<file path="src/rtl/lsu_arb_pkg.sv">
// Shared types for the LSU arbiter: request payload, requester index and
// small one-hot helpers used by the selection logic.
package lsu_arb_pkg;

  localparam int NUM_REQ = 4;

  localparam int ADDR_W = 32;
  localparam int DATA_W = 32;
  localparam int TAG_W  = 6;
  localparam int LQ_W   = 8;
  localparam int SQ_W   = 8;

  typedef logic [ADDR_W-1:0] procyon_addr_t;
  typedef logic [DATA_W-1:0] procyon_data_t;
  typedef logic [TAG_W-1:0]  procyon_tag_t;
  typedef logic [LQ_W-1:0]   procyon_lq_select_t;
  typedef logic [SQ_W-1:0]   procyon_sq_select_t;

  typedef enum logic [3:0] {
    LSU_FUNC_LB  = 4'd0,
    LSU_FUNC_LH  = 4'd1,
    LSU_FUNC_LW  = 4'd2,
    LSU_FUNC_LBU = 4'd3,
    LSU_FUNC_LHU = 4'd4,
    LSU_FUNC_SB  = 4'd5,
    LSU_FUNC_SH  = 4'd6,
    LSU_FUNC_SW  = 4'd7,
    LSU_FUNC_FILL = 4'd8
  } procyon_lsu_func_t;

  typedef struct packed {
    procyon_lsu_func_t  lsu_func;
    procyon_addr_t      addr;
    procyon_data_t      data;
    procyon_tag_t       tag;
    procyon_lq_select_t lq_select;
    procyon_sq_select_t sq_select;
  } procyon_lsu_req_t;

  // Requester index; the numeric value doubles as the request-vector bit.
  typedef enum logic [1:0] {
    LSU_SRC_FILL = 2'd0,
    LSU_SRC_SQ   = 2'd1,
    LSU_SRC_LQ   = 2'd2,
    LSU_SRC_RS   = 2'd3
  } procyon_lsu_src_t;

  // Isolate the lowest set bit; zero in gives zero out.
  function automatic logic [NUM_REQ-1:0] lowest_onehot(input logic [NUM_REQ-1:0] v);
    return v & (~v + {{(NUM_REQ-1){1'b0}}, 1'b1});
  endfunction

  // Encode a one-hot grant into a requester index (FILL when empty).
  function automatic procyon_lsu_src_t onehot_to_src(input logic [NUM_REQ-1:0] g);
    procyon_lsu_src_t src;
    src = LSU_SRC_FILL;
    for (int i = 0; i < NUM_REQ; i++) begin
      if (g[i]) src = procyon_lsu_src_t'(2'(i));
    end
    return src;
  endfunction

  // Requests that a pipeline flush kills: LQ replays and new RS ops.
  function automatic logic is_flushable(input procyon_lsu_src_t src);
    return (src == LSU_SRC_LQ) || (src == LSU_SRC_RS);
  endfunction

endpackage

</file>
<file path="src/rtl/lsu_arb_starve_ctr.sv">
// Per-requester starvation counter: counts consecutive cycles a request is
// valid but not acknowledged, saturating at STARVE_LIMIT, and flags the
// requester as urgent once the limit is reached.
module lsu_arb_starve_ctr #(
  parameter int STARVE_LIMIT = 8
) (
  input  logic clk,
  input  logic rst,
  input  logic i_valid,
  input  logic i_ack,
  input  logic i_clear,
  output logic o_urgent
);

  localparam int                CNT_W = $clog2(STARVE_LIMIT + 1);
  localparam logic [CNT_W-1:0]  LIMIT = CNT_W'(STARVE_LIMIT);

  logic [CNT_W-1:0] cnt_q;
  logic [CNT_W-1:0] cnt_d;

  // Next count: any break in waiting restarts it, otherwise saturate upward.
  always_comb begin
    // NOTE: default assignment first so every path drives cnt_d -- no latch.
    cnt_d = cnt_q;
    if (!i_valid || i_ack || i_clear) begin
      cnt_d = '0;
    end else if (cnt_q != LIMIT) begin
      cnt_d = cnt_q + CNT_W'(1);
    end
  end

  // Counter state with synchronous reset.
  always_ff @(posedge clk) begin
    // NOTE: non-blocking assignment for all flop state so every flop samples pre-edge values.
    if (rst) begin
      cnt_q <= '0;
    end else begin
      cnt_q <= cnt_d;
    end
  end

  assign o_urgent = (cnt_q == LIMIT);

endmodule

</file>
<file path="src/rtl/lsu_arb.sv">
// Four-way arbiter feeding the LSU execute pipeline. Picks one requester per
// cycle (fill > SQ retire > LQ replay > RS op) with starvation promotion for
// requesters 1..3, and registers the winner into a one-entry output stage
// that honours downstream stall and drops flushed LQ/RS work.
module lsu_arb
  import lsu_arb_pkg::*;
#(
  parameter int STARVE_LIMIT = 8
) (
  input  logic                              clk,
  input  logic                              rst,
  input  logic                              i_flush,
  input  logic                              i_stall,
  input  logic             [NUM_REQ-1:0]    i_req_valid,
  input  procyon_lsu_req_t [NUM_REQ-1:0]    i_req,
  output logic             [NUM_REQ-1:0]    o_req_ack,
  output logic                              o_valid,
  output procyon_lsu_req_t                  o_req,
  output procyon_lsu_src_t                  o_src,
  output logic                              o_retire
);

  // Output stage state.
  logic             valid_q,  valid_d;
  procyon_lsu_req_t req_q,    req_d;
  procyon_lsu_src_t src_q,    src_d;
  logic             retire_q, retire_d;

  // Selection signals.
  logic                 accept;
  logic [NUM_REQ-1:0]   masked_valid;
  logic [NUM_REQ-1:0]   urgent;
  logic [NUM_REQ-1:0]   urgent_valid;
  logic [NUM_REQ-1:0]   grant;
  procyon_lsu_src_t     win_src;

  // Fill requests are never promoted: they already have top priority.
  assign urgent[LSU_SRC_FILL] = 1'b0;

  for (genvar i = 1; i < NUM_REQ; i++) begin : g_starve
    lsu_arb_starve_ctr #(
      .STARVE_LIMIT (STARVE_LIMIT)
    ) u_ctr (
      .clk      (clk),
      .rst      (rst),
      .i_valid  (i_req_valid[i]),
      .i_ack    (o_req_ack[i]),
      .i_clear  ((i >= 2) ? i_flush : 1'b0),
      .o_urgent (urgent[i])
    );
  end

  // Winner selection: urgent requesters first, then plain fixed priority.
  always_comb begin
    accept       = ~valid_q | ~i_stall;
    masked_valid = i_req_valid;
    if (i_flush) begin
      masked_valid[LSU_SRC_LQ] = 1'b0;
      masked_valid[LSU_SRC_RS] = 1'b0;
    end
    urgent_valid = masked_valid & urgent;
    grant        = (|urgent_valid) ? lowest_onehot(urgent_valid)
                                   : lowest_onehot(masked_valid);
    win_src      = onehot_to_src(grant);
  end

  // Acknowledge only when the output stage can take the winner.
  always_comb begin
    o_req_ack = '0;
    if (!rst && accept) begin
      o_req_ack = grant;
    end
  end

  // Output stage next state: load on accept, else hold or drop flushed work.
  always_comb begin
    valid_d  = valid_q;
    req_d    = req_q;
    src_d    = src_q;
    retire_d = retire_q;
    if (accept) begin
      valid_d  = |masked_valid;
      req_d    = i_req[win_src];
      src_d    = win_src;
      retire_d = (win_src == LSU_SRC_SQ);
    end else if (i_flush && is_flushable(src_q)) begin
      valid_d  = 1'b0;
    end
  end

  // Control flops of the output stage.
  always_ff @(posedge clk) begin
    if (rst) begin
      valid_q  <= 1'b0;
      src_q    <= LSU_SRC_FILL;
      retire_q <= 1'b0;
    end else begin
      valid_q  <= valid_d;
      src_q    <= src_d;
      retire_q <= retire_d;
    end
  end

  // Payload flops of the output stage.
  always_ff @(posedge clk) begin
    // NOTE: payload is qualified by o_valid, so it is left unreset.
    req_q <= req_d;
  end

  assign o_valid  = valid_q;
  assign o_req    = req_q;
  assign o_src    = src_q;
  assign o_retire = retire_q;

endmodule

</file>
<file path="config.mk">
export PLATFORM = sky130hd
export DESIGN_NAME = lsu_arb
export DESIGN_NICKNAME = d
export VERILOG_FILES = /design/src/rtl/lsu_arb_pkg.sv /design/src/rtl/lsu_arb_starve_ctr.sv /design/src/rtl/lsu_arb.sv
export SDC_FILE = /design/constraint.sdc
export NUM_CORES = 1
export LEC_CHECK = 0
export ABC_CLOCK_PERIOD_IN_PS = 9300
export BUFFER_PORTS_ARGS = -buffer_cell sky130_fd_sc_hd__buf_2
export CAP_MARGIN = 5
export CORE_AREA = 2 2 184 186
export CTS_CLUSTER_DIAMETER = 120
export DETAILED_ROUTE_END_ITERATION = 12
export DIE_AREA = 0 0 186 188
export PLACE_DENSITY = 0.4
export SLEW_MARGIN = 5
export SYNTH_ARGS = -nofsm -noshare
export SYNTH_HDL_FRONTEND = slang
export SYNTH_SLANG_ARGS = --single-unit
export TNS_END_PERCENT = 50
</file>
<file path="constraint.sdc">
create_clock -name clk -period 9.3 [get_ports clk]
set_input_delay 0 -clock clk [delete_from_list [all_inputs] [get_ports clk]]
set_output_delay 0 -clock clk [all_outputs]
set_load 0.05 [all_outputs]
</file>
* Word-level counts from Yosys, hierarchy flattened
Index checks and enable logic that the tools add are counted.
** Operators by class
- Reductions and logical operators :: 18
- Shift-type cells :: 0
- Magnitude comparators :: 1
- Equality and inequality tests :: 9
- Mux-type cells :: 10
- $mul :: 0
- Bitwise operators :: 8
- Add/sub/neg operators :: 5
- Div/mod/pow operators :: 0
** Operator list (count)
- $bmux W90 S2 :: 1
- $mux W90 :: 1
- $add A4 B1 Y4 const B :: 5
- $and A4 B4 Y4 :: 3
- $eq A4 B4 Y1 const B :: 3
- $ne A4 B4 Y1 const B :: 3
- $mux W4 :: 2
- $not A4 Y4 :: 2
- $reduce_or A4 Y1 :: 2
- $logic_or A1 B1 Y1 :: 6
- $mux W2 :: 3
- $reduce_or A2 Y1 :: 3
- $eq A2 B2 Y1 const B :: 2
- $logic_not A1 Y1 :: 4
- $lt A2 B3 Y1 const B :: 1
- $mux W1 :: 3
- $eq A2 B1 Y1 const B :: 1
- $logic_and A1 B1 Y1 :: 2
- $not A1 Y1 :: 2
- $reduce_bool A2 Y1 :: 1
- $or A1 B1 Y1 :: 1
** Storage, ports and cells
- Memories :: 0
- Input port bits :: 368
- Logic and storage cells :: 63
- Memory bits (writable) :: 0
- Output and inout port bits :: 98
- Register bits after elaboration :: 106
- Memory bits (read-only) :: 0
- Bits in latches :: 0

* Longest topological paths before layout
- Depth in word-level cells :: 11
- Depth in mapped cells :: 9
- Mapped depth without buffers :: 7

* Cells and area by module
From an unflattened synthesis, not the netlist that was laid out.
** Unflattened totals
- Cells, all modules :: 609
- Area, all modules :: 5935.7 µm²
** Modules (own cells, without submodules)
- lsu_arb :: seq. area each 2782.7 µm², instances 1, cells an instance 549, area each 5335.1 µm²
- lsu_arb_starve_ctr :: seq. area each 80.1 µm², instances 3, cells an instance 20, area each 200.2 µm²

* Least setup slack after synthesis
Ideal clock, no wire load.
- Path kind :: register to register
- Start :: register valid_q, in the netlist o_valid
- End :: register valid_q, in the netlist o_valid
- Path buffers :: 1
- Required time :: 9.214 ns
- Arrival :: 3.802 ns
- Cell stages (with the launch flop) :: 7
- Slack :: 5.412 ns
- Cells stage by stage :: dfxtp_1 and2_1 clkbuf_1 clkinv_1 nand3b_1 nand2_1 a211oi_1
** Between the ends
- Word-level cells in the longest chain between the ends :: 3
** Ends and longest elaborated chain
- from (decl) :: RTL line lsu_arb.sv:24 : logic valid_q, valid_d;
- from (signal assigned) :: RTL line lsu_arb.sv:98 : valid_q <= valid_d;
- $not A1 Y1 * :: RTL line lsu_arb.sv:55 : accept = ~valid_q | ~i_stall;
- $or A1 B1 Y1 * :: RTL line lsu_arb.sv:55
- via accept :: RTL line lsu_arb.sv:30 : logic accept;
- $mux W1 or $reduce_bool A2 Y1 (tied branches)
The timed path passes the listed nets; every way through them passes the cells marked *.
A chain may end at the register's enable or synchronous reset.

* Final worst setup path
- Start :: register g_starve[2].u_ctr.cnt_q[0]
- End :: register req_q (netlist bit o_req[57]) (data pin)
** Between the ends
- Word-level cells in the longest chain between the ends :: 10
** Ends and longest elaborated chain
- from (decl) :: RTL line lsu_arb_starve_ctr.sv:18 : logic [CNT_W-1:0] cnt_q;
- from (signal assigned) :: RTL line lsu_arb_starve_ctr.sv:38 : cnt_q <= cnt_d;
- $eq A4 B4 Y1 * :: RTL line lsu_arb_starve_ctr.sv:42 : assign o_urgent = (cnt_q == LIMIT);
- $and A4 B4 Y4 * :: RTL line lsu_arb.sv:61 : urgent_valid = masked_valid & urgent;
- $not A4 Y4 :: RTL line lsu_arb_pkg.sv:50 : return v & (~v + {{(NUM_REQ-1){1'b0}}, 1'b1});
- $add A4 B1 Y4 :: RTL line lsu_arb_pkg.sv:50
- $and A4 B4 Y4 :: RTL line lsu_arb_pkg.sv:50
- $mux W4 * :: RTL line lsu_arb.sv:62 : grant = (|urgent_valid) ? lowest_onehot(urgent_valid)
- $mux W2 :: RTL line lsu_arb_pkg.sv:58 : if (g[i]) src = procyon_lsu_src_t'(2'(i));
- $mux W2 * :: RTL line lsu_arb_pkg.sv:58
- $bmux W90 S2 * :: RTL line lsu_arb.sv:83 : req_d = i_req[win_src];
- $mux W90 (implied by the code) * :: RTL line lsu_arb.sv:83
- to (signal assigned) :: RTL line lsu_arb.sv:107 : req_q <= req_d;
- to (decl) :: RTL line lsu_arb.sv:25 : procyon_lsu_req_t req_q, req_d;
Every way passes the cells marked *; elsewhere a longest branch is shown, timed or not. The select of a mux whose other input is x is not followed.

==> impl_metrics.yaml <==
run_status:
  outcome: "finished clean"
clocking:
  cts_tree: "yes"
  numCtsBuffers: 9
  clock_latency_ps: 370
  root_buffer: "clkbuf_16"
  clk_path_buf_depth: 2
  htreeDepth: 3
  clkSinkCount: 106
  path_clk_slew_ps: 80
detailed_routing:
  first_pass_iters: 5
  drc_errors: 0
  vias_per_cell: 4.29
  num_vias: 7001
  drt-wirelength-per-cell_um: 16.9
  finalWirelength_mm: 27.6
  drtIter0Drc: 314
  final_antenna_net_count: 0
sta:
  fin_setup_tns_ps: 0
  fmaxAchievable_mhz: 248
  hold_viol: 0
  min_period_ps: 4040
  worst_pin_slew_ps: 757
  relSlewSlack: 0.495
  hold_slack_ps: 25.7
  fin_crit_sh: 0.434
  drv_slew: 0
  finalSetupViolCount: 0
  finalClockSkew_ps: 8.98
  rsz0062_at_grt: "false"
setup_path:
  r2r_start: "g_starve[2].u_ctr.cnt_q[0]"
  crit_family: "buffers and inverters"
  cp.required_ps: 9540
  critPathMaxFanout: 48
  crit_slowest_cell: "dlygate4sd3_1"
  path_class: "reg -> reg"
  rrSetupSlack_ps: 5260
  endpoint_kind: "flip-flop"
  arrival_ps: 4280
  critical_path_buf_inv_count: 5
  crit_path_start_kind: "flip-flop"
  cpPeakStageDelay_ps: 600
  crit_chain: "inv_1 -> ha_1 -> and4b_1 -> o31ai_1 -> a311o_2 -> buf_4 -> buf_4 -> o22ai_1 -> dlygate4sd3_1 -> a31oi_1 -> dlygate4sd3_1"
  ff2ff_path_depth: 11
  reg2reg_to: "o_req[57]"
floorplan:
  placementRows: 67
  die_x_um: 186
  dieArea_um2: 35000
  ioPinCount: 466
  die_h_um: 188
  start_util: 0.173
  coreArea_um2: 33100
place:
  gp_congestion: 0.846
  hpwl_mm: 20.4
  dpl_cell_area_um2: 8380
  io_buffers: 465
min_path:
  min_path_type: "in -> reg"
  holdPathEnd: "o_req[5]"
  holdCritStartpoint: "i_req[5]"
  whs_path_depth: 3
global_route:
  grt_max_degree: 55
  grt_pass1_wl_mm: 39.8
  grt_overflow: 0
  grt_antenna_before_repair: 6
  grtUsageTotal: 0.151
  first_global_vias: 7060
job:
  max-cap-violations: 0
logic_synthesis:
  synth_edf_count: 90
  synth.distinct_cells: 36
  yosysWarnings: 0
  async_flop_share: 0
  avgSynthCellArea_um2: 9.28
  ys_seq_elements: 106
  ys.flop_type: "edfxtp_1"
  syn-cell-area_um2: 5720
  syn-instance-count: 616
  synth_fp_nets: 990
  synth-seq-area-share: 0.529
cells_and_area:
  nets: 1551
  final_common_cell: "buf_2"
  layout-drive-gt1-share: 0.419
  syn_to_final_growth_pct: 75.4
  final_area_um2: 10000
  layout_common_cells: "buf_2, nand2_1, dlygate4sd3_1"
pwr:
  ir_worst_vdd_uv: 78.1
  leakage_uw: 0.00454
  power_density_nw_per_um2: 148
## worst reg2reg max path, stage by stage (launching register included)
cell and delay (ps):
dfxtp_1 360, inv_1 80, ha_1 220, and4b_1 210
o31ai_1 310, a311o_2 200, buf_4 420, buf_4 630
o22ai_1 180, dlygate4sd3_1 600, a31oi_1 140, dlygate4sd3_1 570
## sequential cells by signal, indices dropped and copies added, names as in the netlist
signal and cells:
g_starve.u_ctr.cnt_q 12, o_req 90, o_retire 1, o_src 2, o_valid 1
## power by group
part | internal (µW) | leakage [µW] | switching [µW] | total (µW)
clock | 235 | 0.000150 | 186 | 421
combinational | 174 | 0.00333 | 305 | 479
sequential | 576 | 0.00106 | 13.2 | 589
## through the flow
step	power, µW	utilization	setup slack (ps)	instances
2_1_floorplan	862	-	5410	616
3_3_place_gp	1020	0.253	6120	1481
3_5_place_dp	1020	0.253	6080	1481
4_1_cts	1510	0.303	5330	1630
5_1_grt	1560	0.303	5030	1633
6_report	1490	0.303	5260	1633
## cells by family (layout without fill, tap and decap cells)
logic type / after synthesis / after routing / synth area share
AND/OR/NAND/NOR: 233 / 233 / 0.165
AO/OA/AOI/OAI: 198 / 198 / 0.218
flip-flops: 106 / 106 / 0.529
buffers and inverters: 63 / 629 / 0.0589
XOR/XNOR: 7 / 7 / 0.0107
adder cells (fa/ha/maj): 6 / 6 / 0.0131
multiplexers: 3 / 3 / 0.00569
other: 0 / 3 / 0
## how the worst max path moves through the flow
stage / start / to / slack [ps] / cells past startpoint
finish: g_starve[2].u_ctr.cnt_q[0] / o_req[57] / 5260 / 11
global route: g_starve[2].u_ctr.cnt_q[1] / o_req[86] / 5030 / 11
CTS: g_starve[2].u_ctr.cnt_q[0] / o_req[86] / 5330 / 11
detailed placement: g_starve[3].u_ctr.cnt_q[0] / o_req[79] / 6080 / 8
global placement: g_starve[3].u_ctr.cnt_q[0] / o_req[87] / 6120 / 8
floorplan: o_valid / o_valid / 5410 / 6
## timing repair
action                    4_1_cts  5_1_grt
hold buffers                  133        0
hold endpoints to repair       74        0
setup buffers                   0        0
resized for setup               0        0
## area by class of cell
type                            instances  area, µm²
Timing Repair Buffer                  605       3710
Antenna cell                            3       7.51
Fill cell                            3586      23100
Clock buffer                           10        229
Inverter                                8       32.5
Sequential cell                       106       3020
Clock inverter                          6       81.3
Tap cell                              448        561
Multi-Input combinational cell        447       2380
## synthesized netlist by cell type, types with 2 or more instances
| library cell | n | area [µm²] |
|---|---|---|
| nand2_1 | 194 | 728 |
| xor2_1 | 4 | 35.0 |
| edfxtp_1 | 90 | 2700 |
| a21oi_1 | 5 | 25.0 |
| a211o_1 | 2 | 17.5 |
| nand4b_1 | 4 | 35.0 |
| clkbuf_1 | 15 | 56.3 |
| a211oi_1 | 2 | 15.0 |
| and2_1 | 3 | 18.8 |
| o31ai_1 | 2 | 15.0 |
| buf_4 | 20 | 150 |
| o21ai_0 | 3 | 15.0 |
| nand3b_1 | 2 | 15.0 |
| buf_1 | 5 | 18.8 |
| ha_1 | 6 | 75.1 |
| nor2_1 | 18 | 67.6 |
| o211ai_1 | 2 | 15.0 |
| inv_1 | 7 | 26.3 |
| a31oi_1 | 90 | 563 |
| nand3_1 | 4 | 20.0 |
| dfxtp_1 | 16 | 320 |
| o22ai_1 | 90 | 563 |
| buf_2 | 14 | 70.1 |
| mux2_2 | 2 | 22.5 |
| nor3_1 | 3 | 15.0 |
| xnor2_1 | 3 | 26.3 |
## metal layers
metal,share of wire,vias to the layer above,GRT usage
li1,-,3435,-
met1,0.40,3246,0.170
met2,0.50,272,0.269
met3,0.072,44,0.0396
met4,0.025,4,0.0615
met5,0.00098,-,0
Note: power is estimated with default switching activity, not from simulation.
